`config.mk`:
```
export PLATFORM = sky130hd
export DESIGN_NAME = pe_group_scheduler
export DESIGN_NICKNAME = d
export VERILOG_FILES = /design/src/rtl/pe_sched_pkg.sv /design/src/rtl/pe_stream_reader.sv /design/src/rtl/pe_group_scheduler.sv
export SDC_FILE = /design/constraint.sdc
export NUM_CORES = 1
export LEC_CHECK = 0
export ABC_AREA = 0
export CAP_MARGIN = 20
export CORE_UTILIZATION = 46
export CTS_BUF_LIST = sky130_fd_sc_hd__clkbuf_16
export DETAILED_ROUTE_END_ITERATION = 10
export PLACE_DENSITY = 0.73
export SYNTH_ARGS = -nofsm -noshare
export SYNTH_HDL_FRONTEND = slang
export SYNTH_SLANG_ARGS = --single-unit
export TNS_END_PERCENT = 10
```
`constraint.sdc`:
```
create_clock -name clk_i -period 5.43 [get_ports clk_i]
set_input_delay 1.629 -clock clk_i [delete_from_list [all_inputs] [get_ports clk_i]]
set_output_delay 1.629 -clock clk_i [all_outputs]
set_load 0.05 [all_outputs]
```
`src/rtl/pe_sched_pkg.sv`:
```
// Shared types and per-tile word counts for the PE_Group scheduler.
// Stream index order everywhere: 0 = W, 1 = I, 2 = O (psum in).
package pe_sched_pkg;

  localparam int DATA_WIDTH     = 32;
  localparam int ADDR_WIDTH     = 10;
  localparam int TILE_CNT_WIDTH = 8;

  localparam int W_WORDS     = 4;
  localparam int I_WORDS     = 7;
  localparam int O_WORDS     = 4;
  localparam int NUM_STREAMS = 3;

  typedef enum logic [1:0] {
    ST_IDLE = 2'd0,
    ST_RUN  = 2'd1,
    ST_DONE = 2'd2
  } sched_state_e;

  function automatic int stream_words(input int s);
    case (s)
      0:       return W_WORDS;
      1:       return I_WORDS;
      default: return O_WORDS;
    endcase
  endfunction

endpackage

```
`src/rtl/pe_stream_reader.sv`:
```
// Streams num_tiles*Words contiguous buffer words into a valid/ready sink through a
// 2-entry skid buffer; read data is expected exactly one cycle after rd_en.
module pe_stream_reader #(
  parameter int DataWidth    = 32,
  parameter int AddrWidth    = 10,
  parameter int TileCntWidth = 8,
  parameter int Words        = 4
) (
  input  logic                    clk_i,
  input  logic                    aclr_ni,
  input  logic                    load_i,
  input  logic [TileCntWidth-1:0] num_tiles_i,
  input  logic [AddrWidth-1:0]    base_i,
  input  logic                    en_i,
  input  logic                    flush_i,
  output logic                    rd_en_o,
  output logic [AddrWidth-1:0]    rd_addr_o,
  input  logic [DataWidth-1:0]    rd_data_i,
  output logic                    valid_o,
  input  logic                    rdy_i,
  output logic [DataWidth-1:0]    data_o
);

  localparam int CntWidth = TileCntWidth + 4;

  logic [CntWidth-1:0]  total_q, total_d;
  logic [CntWidth-1:0]  issued_q, issued_d;
  logic [AddrWidth-1:0] addr_q, addr_d;
  logic                 inflight_q, inflight_d;
  logic [1:0]           occ_q, occ_d;
  logic                 wr_ptr_q, wr_ptr_d;
  logic                 rd_ptr_q, rd_ptr_d;
  logic [DataWidth-1:0] buf_q [2];

  logic       push;
  logic       pop;
  logic [2:0] used;

  assign valid_o   = (occ_q != 2'd0);
  assign data_o    = buf_q[rd_ptr_q];
  assign pop       = valid_o && rdy_i;
  assign push      = inflight_q && !flush_i;
  assign rd_addr_o = addr_q;

  // Counting the word leaving this cycle as free lets back-to-back reads run at 1 word/cycle.
  assign used    = 3'(occ_q) + 3'(inflight_q) - 3'(pop);
  assign rd_en_o = en_i && !flush_i && (issued_q < total_q) && (used < 3'd2);

  always_comb begin
    total_d    = total_q;
    issued_d   = issued_q;
    addr_d     = addr_q;
    inflight_d = rd_en_o;
    occ_d      = occ_q + 2'(push) - 2'(pop);
    wr_ptr_d   = push ? ~wr_ptr_q : wr_ptr_q;
    rd_ptr_d   = pop ? ~rd_ptr_q : rd_ptr_q;
    if (rd_en_o) begin
      issued_d = issued_q + CntWidth'(1);
      addr_d   = addr_q + AddrWidth'(1);
    end
    if (flush_i || load_i) begin
      inflight_d = 1'b0;
      occ_d      = 2'd0;
      wr_ptr_d   = 1'b0;
      rd_ptr_d   = 1'b0;
      issued_d   = '0;
    end
    if (load_i) begin
      total_d = CntWidth'(num_tiles_i) * CntWidth'(Words);
      addr_d  = base_i;
    end
  end

  always_ff @(posedge clk_i or negedge aclr_ni) begin
    if (!aclr_ni) begin
      total_q    <= '0;
      issued_q   <= '0;
      addr_q     <= '0;
      inflight_q <= 1'b0;
      occ_q      <= 2'd0;
      wr_ptr_q   <= 1'b0;
      rd_ptr_q   <= 1'b0;
      buf_q[0]   <= '0;
      buf_q[1]   <= '0;
    end else begin
      total_q    <= total_d;
      issued_q   <= issued_d;
      addr_q     <= addr_d;
      inflight_q <= inflight_d;
      occ_q      <= occ_d;
      wr_ptr_q   <= wr_ptr_d;
      rd_ptr_q   <= rd_ptr_d;
      if (push) begin
        buf_q[wr_ptr_q] <= rd_data_i;
      end
    end
  end

endmodule

```
`src/rtl/pe_group_scheduler.sv`:
```
// Job sequencer for one PE_Group: three buffer readers feed W/I/O psum inputs, and
// the accumulated O results are written back to the result buffer in order.
module pe_group_scheduler
  import pe_sched_pkg::*;
#(
  parameter int DataWidth    = DATA_WIDTH,
  parameter int AddrWidth    = ADDR_WIDTH,
  parameter int TileCntWidth = TILE_CNT_WIDTH
) (
  input  logic                    clk_i,
  input  logic                    aclr_ni,
  input  logic                    start_i,
  input  logic                    abort_i,
  input  logic [TileCntWidth-1:0] cfg_num_tiles_i,
  input  logic [AddrWidth-1:0]    cfg_w_base_i,
  input  logic [AddrWidth-1:0]    cfg_i_base_i,
  input  logic [AddrWidth-1:0]    cfg_o_base_i,
  input  logic [AddrWidth-1:0]    cfg_r_base_i,
  output logic                    busy_o,
  output logic                    done_o,
  output logic                    w_rd_en_o,
  output logic [AddrWidth-1:0]    w_rd_addr_o,
  input  logic [DataWidth-1:0]    w_rd_data_i,
  output logic                    i_rd_en_o,
  output logic [AddrWidth-1:0]    i_rd_addr_o,
  input  logic [DataWidth-1:0]    i_rd_data_i,
  output logic                    o_rd_en_o,
  output logic [AddrWidth-1:0]    o_rd_addr_o,
  input  logic [DataWidth-1:0]    o_rd_data_i,
  output logic                    r_wr_en_o,
  output logic [AddrWidth-1:0]    r_wr_addr_o,
  output logic [DataWidth-1:0]    r_wr_data_o,
  output logic                    pe_W_DataInValid_o,
  input  logic                    pe_W_DataInRdy_i,
  output logic [DataWidth-1:0]    pe_W_DataIn_o,
  output logic                    pe_I_DataInValid_o,
  input  logic                    pe_I_DataInRdy_i,
  output logic [DataWidth-1:0]    pe_I_DataIn_o,
  output logic                    pe_O_DataInValid_o,
  input  logic                    pe_O_DataInRdy_i,
  output logic [DataWidth-1:0]    pe_O_DataIn_o,
  input  logic                    pe_O_DataOutValid_i,
  output logic                    pe_O_DataOutRdy_o,
  input  logic [DataWidth-1:0]    pe_O_DataOut_i
);

  localparam int TotWidth = TileCntWidth + 4;

  sched_state_e         state_q, state_d;
  logic [TotWidth-1:0]  wr_count_q, wr_count_d;
  logic [TotWidth-1:0]  wr_total_q, wr_total_d;
  logic [AddrWidth-1:0] r_base_q, r_base_d;

  logic load;
  logic running;
  logic wr_fire;

  logic [NUM_STREAMS-1:0] rd_en;
  logic [NUM_STREAMS-1:0] pe_valid;
  logic [NUM_STREAMS-1:0] pe_rdy;
  logic [AddrWidth-1:0]   base    [NUM_STREAMS];
  logic [AddrWidth-1:0]   rd_addr [NUM_STREAMS];
  logic [DataWidth-1:0]   rd_data [NUM_STREAMS];
  logic [DataWidth-1:0]   pe_data [NUM_STREAMS];

  assign running = (state_q == ST_RUN);
  assign load    = start_i && (state_q == ST_IDLE) && !abort_i;
  assign wr_fire = running && pe_O_DataOutValid_i;

  assign base[0]    = cfg_w_base_i;
  assign base[1]    = cfg_i_base_i;
  assign base[2]    = cfg_o_base_i;
  assign rd_data[0] = w_rd_data_i;
  assign rd_data[1] = i_rd_data_i;
  assign rd_data[2] = o_rd_data_i;
  assign pe_rdy     = {pe_O_DataInRdy_i, pe_I_DataInRdy_i, pe_W_DataInRdy_i};

  for (genvar gi = 0; gi < NUM_STREAMS; gi++) begin : g_reader
    pe_stream_reader #(
      .DataWidth   (DataWidth),
      .AddrWidth   (AddrWidth),
      .TileCntWidth(TileCntWidth),
      .Words       (stream_words(gi))
    ) u_reader (
      .clk_i      (clk_i),
      .aclr_ni    (aclr_ni),
      .load_i     (load),
      .num_tiles_i(cfg_num_tiles_i),
      .base_i     (base[gi]),
      .en_i       (running),
      .flush_i    (abort_i),
      .rd_en_o    (rd_en[gi]),
      .rd_addr_o  (rd_addr[gi]),
      .rd_data_i  (rd_data[gi]),
      .valid_o    (pe_valid[gi]),
      .rdy_i      (pe_rdy[gi]),
      .data_o     (pe_data[gi])
    );
  end

  assign w_rd_en_o          = rd_en[0];
  assign w_rd_addr_o        = rd_addr[0];
  assign i_rd_en_o          = rd_en[1];
  assign i_rd_addr_o        = rd_addr[1];
  assign o_rd_en_o          = rd_en[2];
  assign o_rd_addr_o        = rd_addr[2];
  assign pe_W_DataInValid_o = pe_valid[0];
  assign pe_W_DataIn_o      = pe_data[0];
  assign pe_I_DataInValid_o = pe_valid[1];
  assign pe_I_DataIn_o      = pe_data[1];
  assign pe_O_DataInValid_o = pe_valid[2];
  assign pe_O_DataIn_o      = pe_data[2];

  assign busy_o            = (state_q != ST_IDLE);
  assign done_o            = (state_q == ST_DONE) && !abort_i;
  assign pe_O_DataOutRdy_o = running;
  assign r_wr_en_o         = wr_fire;
  assign r_wr_addr_o       = r_base_q + AddrWidth'(wr_count_q);
  assign r_wr_data_o       = wr_fire ? pe_O_DataOut_i : '0;

  always_comb begin
    state_d    = state_q;
    wr_count_d = wr_count_q;
    wr_total_d = wr_total_q;
    r_base_d   = r_base_q;
    if (wr_fire) begin
      wr_count_d = wr_count_q + TotWidth'(1);
    end
    case (state_q)
      ST_IDLE: begin
        if (load) begin
          wr_count_d = '0;
          wr_total_d = TotWidth'(cfg_num_tiles_i) * TotWidth'(O_WORDS);
          r_base_d   = cfg_r_base_i;
          state_d    = (cfg_num_tiles_i == '0) ? ST_DONE : ST_RUN;
        end
      end
      // Compare against the post-write count so rdy drops right after the last result.
      ST_RUN: begin
        if (wr_count_d == wr_total_q) begin
          state_d = ST_DONE;
        end
      end
      ST_DONE: state_d = ST_IDLE;
      default: state_d = ST_IDLE;
    endcase
    if (abort_i) begin
      state_d = ST_IDLE;
    end
  end

  always_ff @(posedge clk_i or negedge aclr_ni) begin
    if (!aclr_ni) begin
      state_q    <= ST_IDLE;
      wr_count_q <= '0;
      wr_total_q <= '0;
      r_base_q   <= '0;
    end else begin
      state_q    <= state_d;
      wr_count_q <= wr_count_d;
      wr_total_q <= wr_total_d;
      r_base_q   <= r_base_d;
    end
  end

endmodule

```
==> results of run 1 <==
[layout make-up]
| class | instances | area [sq um] | area share |
|---|---|---|---|
| diodes | 2 | 5.00 | 0.000224 |
| clock buffers | 39 | 976 | 0.0437 |
| clock inverters | 23 | 129 | 0.00578 |
| inverters | 53 | 203 | 0.00909 |
| multi-input cells | 961 | 8090 | 0.362 |
| flip-flops and latches | 323 | 8080 | 0.362 |
| well taps | 455 | 569 | 0.0255 |
| repair buffers | 394 | 4260 | 0.191 |
[power breakdown]
group	switching [mW]	leakage (nW)	internal, mW
sequential	0.333	4.16	2.95
combinational	2.35	5.28	1.62
clock	0.947	0.579	1.33
[worst max-delay path by stage]
stage	start	endpoint	cells past startpoint
4_1_cts	pe_I_DataInRdy_i	i_rd_en_o	11
6_report	pe_W_DataInRdy_i	w_rd_en_o	10
2_1_floorplan	pe_I_DataInRdy_i	i_rd_en_o	11
5_1_grt	pe_W_DataInRdy_i	w_rd_en_o	10
3_3_place_gp	pe_W_DataInRdy_i	w_rd_en_o	10
3_5_place_dp	pe_W_DataInRdy_i	w_rd_en_o	10
[cells in the final DEF, fill, tap and decap left out, types with 6 or more instances in the layout]
cell	n
dfrtp_1	323
clkdlybuf4s50_1	320
mux2_2	290
nand2_1	134
inv_1	61
ha_1	61
o21ai_0	59
nor2_1	52
xnor2_1	45
xor2_1	40
and2_1	39
clkbuf_16	39
buf_12	39
buf_4	31
a21oi_1	23
nand4_1	23
nand3_1	21
and3_1	12
fa_1	11
a21o_1	9
or3_1	8
mux2i_1	8
nor3_1	7
or4_1	6
or2_2	6
nand2b_1	6
nor4_1	6
o2111ai_1	6
clkinv_2	6
[cells by family after synthesis]
group / after synthesis / share of synthesized area
AO/OA/AOI/OAI: 140 / 0.0544
XOR/XNOR: 87 / 0.0471
adder cells (fa/ha/maj): 75 / 0.0624
buffers and inverters: 117 / 0.0283
flip-flops: 323 / 0.490
multiplexers: 298 / 0.203
AND/OR/NAND/NOR: 361 / 0.114
[flip-flops by register name, summed over array words and instances (netlist names)]
name / cells
g_reader.u_reader.issued_q: 36
g_reader.u_reader.total_q: 18
g_reader.u_reader.wr_ptr_q: 3
g_reader.u_reader.rd_addr_o: 30
g_reader.u_reader.rd_ptr_q: 3
r_base_q: 10
g_reader.u_reader.buf_q: 192
state_q: 2
wr_count_q: 12
g_reader.u_reader.occ_q: 6
g_reader.u_reader.inflight_q: 3
wr_total_q: 8
[worst max-delay path, stage by stage]
cell	delay, ns
clkbuf_2	0.08
and2_4	0.14
ha_4	0.22
nand2b_4	0.13
fa_1	0.49
nor4b_4	0.20
nand4_1	0.14
a311oi_2	0.31
o31a_1	0.29
buf_12	0.17
[layer usage]
layer | GRT usage | part of all wire | vias up
met5 | 0 | 0 | -
met4 | 0.0675 | 0.025 | 0
met3 | 0.0659 | 0.079 | 67
met2 | 0.385 | 0.49 | 355
met1 | 0.270 | 0.41 | 5869
li1 | - | - | 5616
[repair_timing]
item / in CTS / in global routing
setup endpoints to repair: 3 / 3
setup buffers: 4 / 1
resized for setup: 20 / 4
pin swaps: 11 / 10
==> reports/qor.yml, run 1 <==
final.period_utilization: 1.00
hold_depth: 2
crit_arrival_ns: 3.80
yosysTopAreaCell: "dfrtp_1"
grt_pass1_wl_mm: 65.4
cts-root-buf: "clkbuf_16"
worstHoldStart: "r_base_q[7]$_DFFE_PN0P_"
placed_cells: 2181
cts_buffers: 37
pre_cts_slack_ns: -0.455
yosysMostFrequentCell: "dfrtp_1"
setup_tns_ns: 0
worstPathRequired_ns: 3.80
reg2reg_from: "g_reader[1].u_reader.occ_q[1]$_DFF_PN0_"
ys_top_cells_by_count: "dfrtp_1, mux2_2, nand2_1"
synth_cells: 1401
fin_ws_ns: 0.000288
end_kind: "output pin"
worstHoldEndpoint: "r_base_q[7]$_DFFE_PN0P_"
hp-class: "reg2reg"
ys_seq_elements: 323
grt_max_degree: 87
syn-num-nets: 1660
synth_edf_count: 0
ff2ff_path_depth: 15
routed_via_density: 5.29
place_congestion: 0.799
clock-sinks: 323
design_area_sq_mm: 0.0223
final_util: 0.639
fin_hold_ws_ns: 0.482
nets: 2029
slew_violations: 0
drive_gt1_frac: 0.254
die_h_um: 191
ys_top_cells_by_area: "dfrtp_1, mux2_2, ha_1, nand2_1, xnor2_1"
postRouteAntennaNets: 0
route.detailed.drc: 0
place_area_sq_mm: 0.0210
via_count: 11900
grt.overflow.total: 0
rsz0062_at_grt: "yes"
ys.flop_type: "dfrtp_1"
areaGrowthSynthToFinish_pct: 35.3
layout.cells.non_filler: 2250
postCtsHoldBufs: 0
syn_area_sq_mm: 0.0165
ys_types: 65
num_io_pins: 362
core_area_sq_mm: 0.0349
r2r_end: "g_reader[1].u_reader.rd_addr_o[8]$_DFFE_PN0P_"
crit_type: "in2out"
outcome: "finished clean"
synth_area_per_cell_sq_um: 11.8
clock_path_buffers: 3
power_density_mw_per_mm2: 428
synthArstFlopShare: 1.00
leakage_nw: 10.0
yosysSeqAreaShare: 0.490
clock_latency_ns: 0.51
routedWlPerCell_um: 18.0
drt-total-wl_mm: 40.6
fp-row-count: 68
grt_pass1_vias: 12700
initial_core_util: 0.472
cap_violations: 0
clock.fmax_ghz: 0.184
ir_worst_vdd_v: 0.000370
relSlewSlack: 0.507
die_area_sq_mm: 0.0366
drt_iter0_markers: 515
grt_usage: 0.224
numPortBuffers: 361
yosys.area.top_type_share: 0.490
hold_viol: 0
total_power_mw: 9.54
path_clk_slew_ns: 0.05
htree_levels: 2
detailed_place_hpwl_mm: 29.1
yosys_warnings: 0
finalCriticalPeriod_ns: 5.43
tritoncts: "built"
antenna_found_initial: 2
tightest_slew_ns: 0.737
clock_skew_ns: 0.0156
setup_viol: 0
die_x_um: 191
drt_pre_antenna_iters: 5
fillers: 2771
cp_max_fo: 2
cp-start-kind: "input pin"
regToRegSetupSlack_ns: 1.66
(Power assumes the default switching activity.)
==> inputs of run 2 (changes only) <==
--- a/config.mk
+++ b/config.mk
@@ -6,7 +6,6 @@
 export NUM_CORES = 1
 export LEC_CHECK = 0
 export ABC_AREA = 0
-export CAP_MARGIN = 20
 export CORE_UTILIZATION = 46
 export CTS_BUF_LIST = sky130_fd_sc_hd__clkbuf_16
 export DETAILED_ROUTE_END_ITERATION = 10
==> results of run 2 <==
The final DEF is identical to that of run 1; final timing and power are the same.
==> inputs of run 3 (changes only) <==
--- a/config.mk
+++ b/config.mk
@@ -7,7 +7,7 @@
 export LEC_CHECK = 0
 export ABC_AREA = 0
 export CORE_UTILIZATION = 46
-export CTS_BUF_LIST = sky130_fd_sc_hd__clkbuf_16
+export CTS_BUF_LIST = sky130_fd_sc_hd__clkbuf_4 sky130_fd_sc_hd__clkbuf_8 sky130_fd_sc_hd__clkbuf_16
 export DETAILED_ROUTE_END_ITERATION = 10
 export PLACE_DENSITY = 0.73
 export SYNTH_ARGS = -nofsm -noshare
==> reports/qor.yml, run 3 (synthesis results as in run 1) <==
grt_pass1_vias: 12700  # about the same
route.detailed.drc: 0  # unchanged
power_density_mw_per_mm2: 432  # was 428 mW/mm^2
numPortBuffers: 361  # unchanged
outcome: "finished clean"  # unchanged
cts-root-buf: "clkbuf_16"  # unchanged
final.period_utilization: 0.999  # was 1.00
tritoncts: "built"  # unchanged
met2_usage: 0.386  # was 0.385
nets: 2029  # unchanged
grt_usage: 0.224  # about the same
reg2reg_from: "g_reader[1].u_reader.occ_q[1]$_DFF_PN0_"  # unchanged
initial_core_util: 0.472  # unchanged
die_x_um: 191  # unchanged
layout_commonest_cell: "dfrtp_1"  # unchanged
clock.fmax_ghz: 0.184  # about the same
most-common-layout-cells: "dfrtp_1, clkdlybuf4s50_1, mux2_2, nand2_1, ha_1"  # was dfrtp_1, clkdlybuf4s50_1, mux2_2, nand2_1
via_count: 11900  # about the same
cts_buffers: 37  # unchanged
cp_max_fo: 2  # unchanged
gr-usage-met1: 0.271  # was 0.270
clock_path_buffers: 3  # unchanged
fin_ws_ns: 0.00559  # was 0.000288 ns
finalCriticalPeriod_ns: 5.42  # was 5.43 ns
p_int_mw: 6.04  # was 5.91 mW
num_io_pins: 362  # unchanged
fp-row-count: 68  # unchanged
leakage_nw: 10.0  # about the same
htree_levels: 2  # unchanged
postRouteAntennaNets: 0  # unchanged
drt-total-wl_mm: 40.6  # about the same
drt_iter0_markers: 529  # was 515
worstPathRequired_ns: 3.80  # about the same
largest_reg_flops: 192  # unchanged
clkPwrFrac: 0.250  # was 0.239
setup.worst_path.start: "pe_W_DataInRdy_i"  # unchanged
postCtsHoldBufs: 0  # unchanged
grt_max_degree: 87  # unchanged
regToRegSetupSlack_ns: 1.67  # was 1.66 ns
clock-sinks: 323  # unchanged
placed_cells: 2181  # unchanged
core_area_sq_mm: 0.0349  # unchanged
grt_pass1_wl_mm: 65.4  # about the same
p_sw_mw: 3.64  # was 3.63 mW
detailed_place_hpwl_mm: 29.1  # unchanged
end_kind: "output pin"  # unchanged
routed_via_density: 5.29  # about the same
crit_type: "in2out"  # unchanged
antenna_found_initial: 2  # unchanged
die_h_um: 191  # unchanged
rsz0062_at_grt: "yes"  # unchanged
pre_cts_slack_ns: -0.455  # unchanged
relSlewSlack: 0.505  # was 0.507
tightest_slew_ns: 0.740  # was 0.737 ns
cp-start-kind: "input pin"  # unchanged
clock_latency_ns: 0.51  # about the same
slew_violations: 0  # unchanged
clock_skew_ns: 0.0154  # was 0.0156 ns
hold_depth: 2  # unchanged
routedWlPerCell_um: 18.0  # about the same
crit_arrival_ns: 3.80  # about the same
p_comb_frac: 0.411  # was 0.417
path_clk_slew_ns: 0.05  # about the same
r2r_end: "g_reader[1].u_reader.rd_addr_o[8]$_DFFE_PN0P_"  # unchanged
met3_usage: 0.0657  # was 0.0659
crit_end: "w_rd_en_o"  # unchanged
drive_gt1_frac: 0.262  # was 0.254
switching_share: 0.376  # was 0.381
setup_viol: 0  # unchanged
hp-class: "reg2reg"  # unchanged
areaGrowthSynthToFinish_pct: 35.9  # was 35.3%
grt_busiest_layer: "met2"  # unchanged
hold_viol: 0  # unchanged
ff2ff_path_depth: 15  # unchanged
ir_worst_vdd_v: 0.000380  # was 0.000370 V
layout.cells.non_filler: 2250  # unchanged
place_congestion: 0.799  # unchanged
top_register: "g_reader.u_reader.buf_q"  # unchanged
cap_violations: 0  # unchanged
power_frac_seq: 0.339  # was 0.344
die_area_sq_mm: 0.0366  # unchanged
drt_pre_antenna_iters: 4  # was 5
total_power_mw: 9.68  # was 9.54 mW
grt.overflow.total: 0  # unchanged
## run 3: changes by cell type in the layout (fill, tap and decap cells not counted), sizes merged
cell	change
clkbuf	+14
inv	-9
clkinv	-5
## run 3: how the worst min path moves through the flow
| stage | slack, ns | end | from |
|---|---|---|---|
| floorplan | 0.45 | g_reader[1].u_reader.total_q[9]$_DFFE_PN0P_ | g_reader[1].u_reader.total_q[9]$_DFFE_PN0P_ |
| global placement | 0.46 | r_base_q[7]$_DFFE_PN0P_ | r_base_q[7]$_DFFE_PN0P_ |
| detailed placement | 0.47 | r_base_q[7]$_DFFE_PN0P_ | r_base_q[7]$_DFFE_PN0P_ |
| CTS | 0.49 | r_base_q[7]$_DFFE_PN0P_ | r_base_q[7]$_DFFE_PN0P_ |
| global route | 0.51 | g_reader[2].u_reader.buf_q[35]$_DFFE_PN0P_ | g_reader[2].u_reader.buf_q[35]$_DFFE_PN0P_ |
| finish | 0.48 | r_base_q[7]$_DFFE_PN0P_ | r_base_q[7]$_DFFE_PN0P_ |
## run 3: final cells by class
type / instances / area, sq um
Tap cell: 455 / 569
Clock buffer: 53 / 1110
Inverter: 53 / 203
Timing Repair Buffer: 394 / 4260
Clock inverter: 9 / 76.3
Multi-Input combinational cell: 961 / 8090
Fill cell: 2759 / 12500
Antenna cell: 2 / 5.00
Sequential cell: 323 / 8080
## run 3: power groups by stage
stage	Sequential, mW	Combinational, mW	Clock, mW
after floorplan	3.43	2.47	0
after global placement	3.28	3.92	0
after detailed placement	3.32	3.96	0
after CTS	3.29	4.01	2.48
after global routing	3.36	4.19	2.58
final	3.29	3.97	2.42
## run 3: metrics by stage
stage | utilization | instance area [sq um] | hold slack [ns] | setup TNS (ns)
after floorplan | - | 16500 | 0.449 | -0.132
after global placement | 0.603 | 21000 | 0.463 | -1.16
after detailed placement | 0.603 | 21000 | 0.473 | -1.21
after CTS | 0.641 | 22400 | 0.487 | -0.231
after global routing | 0.642 | 22400 | 0.512 | -0.186
final | 0.642 | 22400 | 0.482 | 0
## run 3: what timing repair did
item | 4_1_cts | 5_1_grt
pin swaps | 11 | 10
setup buffers | 4 | 1
setup endpoints to repair | 3 | 3
hold endpoints to repair | 0 | 0
resized for setup | 20 | 4
## run 3: critical path, cell delays in order
cell and delay, ns:
clkbuf_2 0.08, and2_4 0.14, ha_4 0.22, nand2b_4 0.13, fa_1 0.49, nor4b_4 0.20
nand4_1 0.14, a311oi_2 0.31, o31a_1 0.29, buf_12 0.17
## run 3: metal layers
metal  up-vias  share of wire
met3        64          0.079
li1       5617              -
met5         -              0
met1      5890           0.41
met2       335           0.49
met4         0          0.024
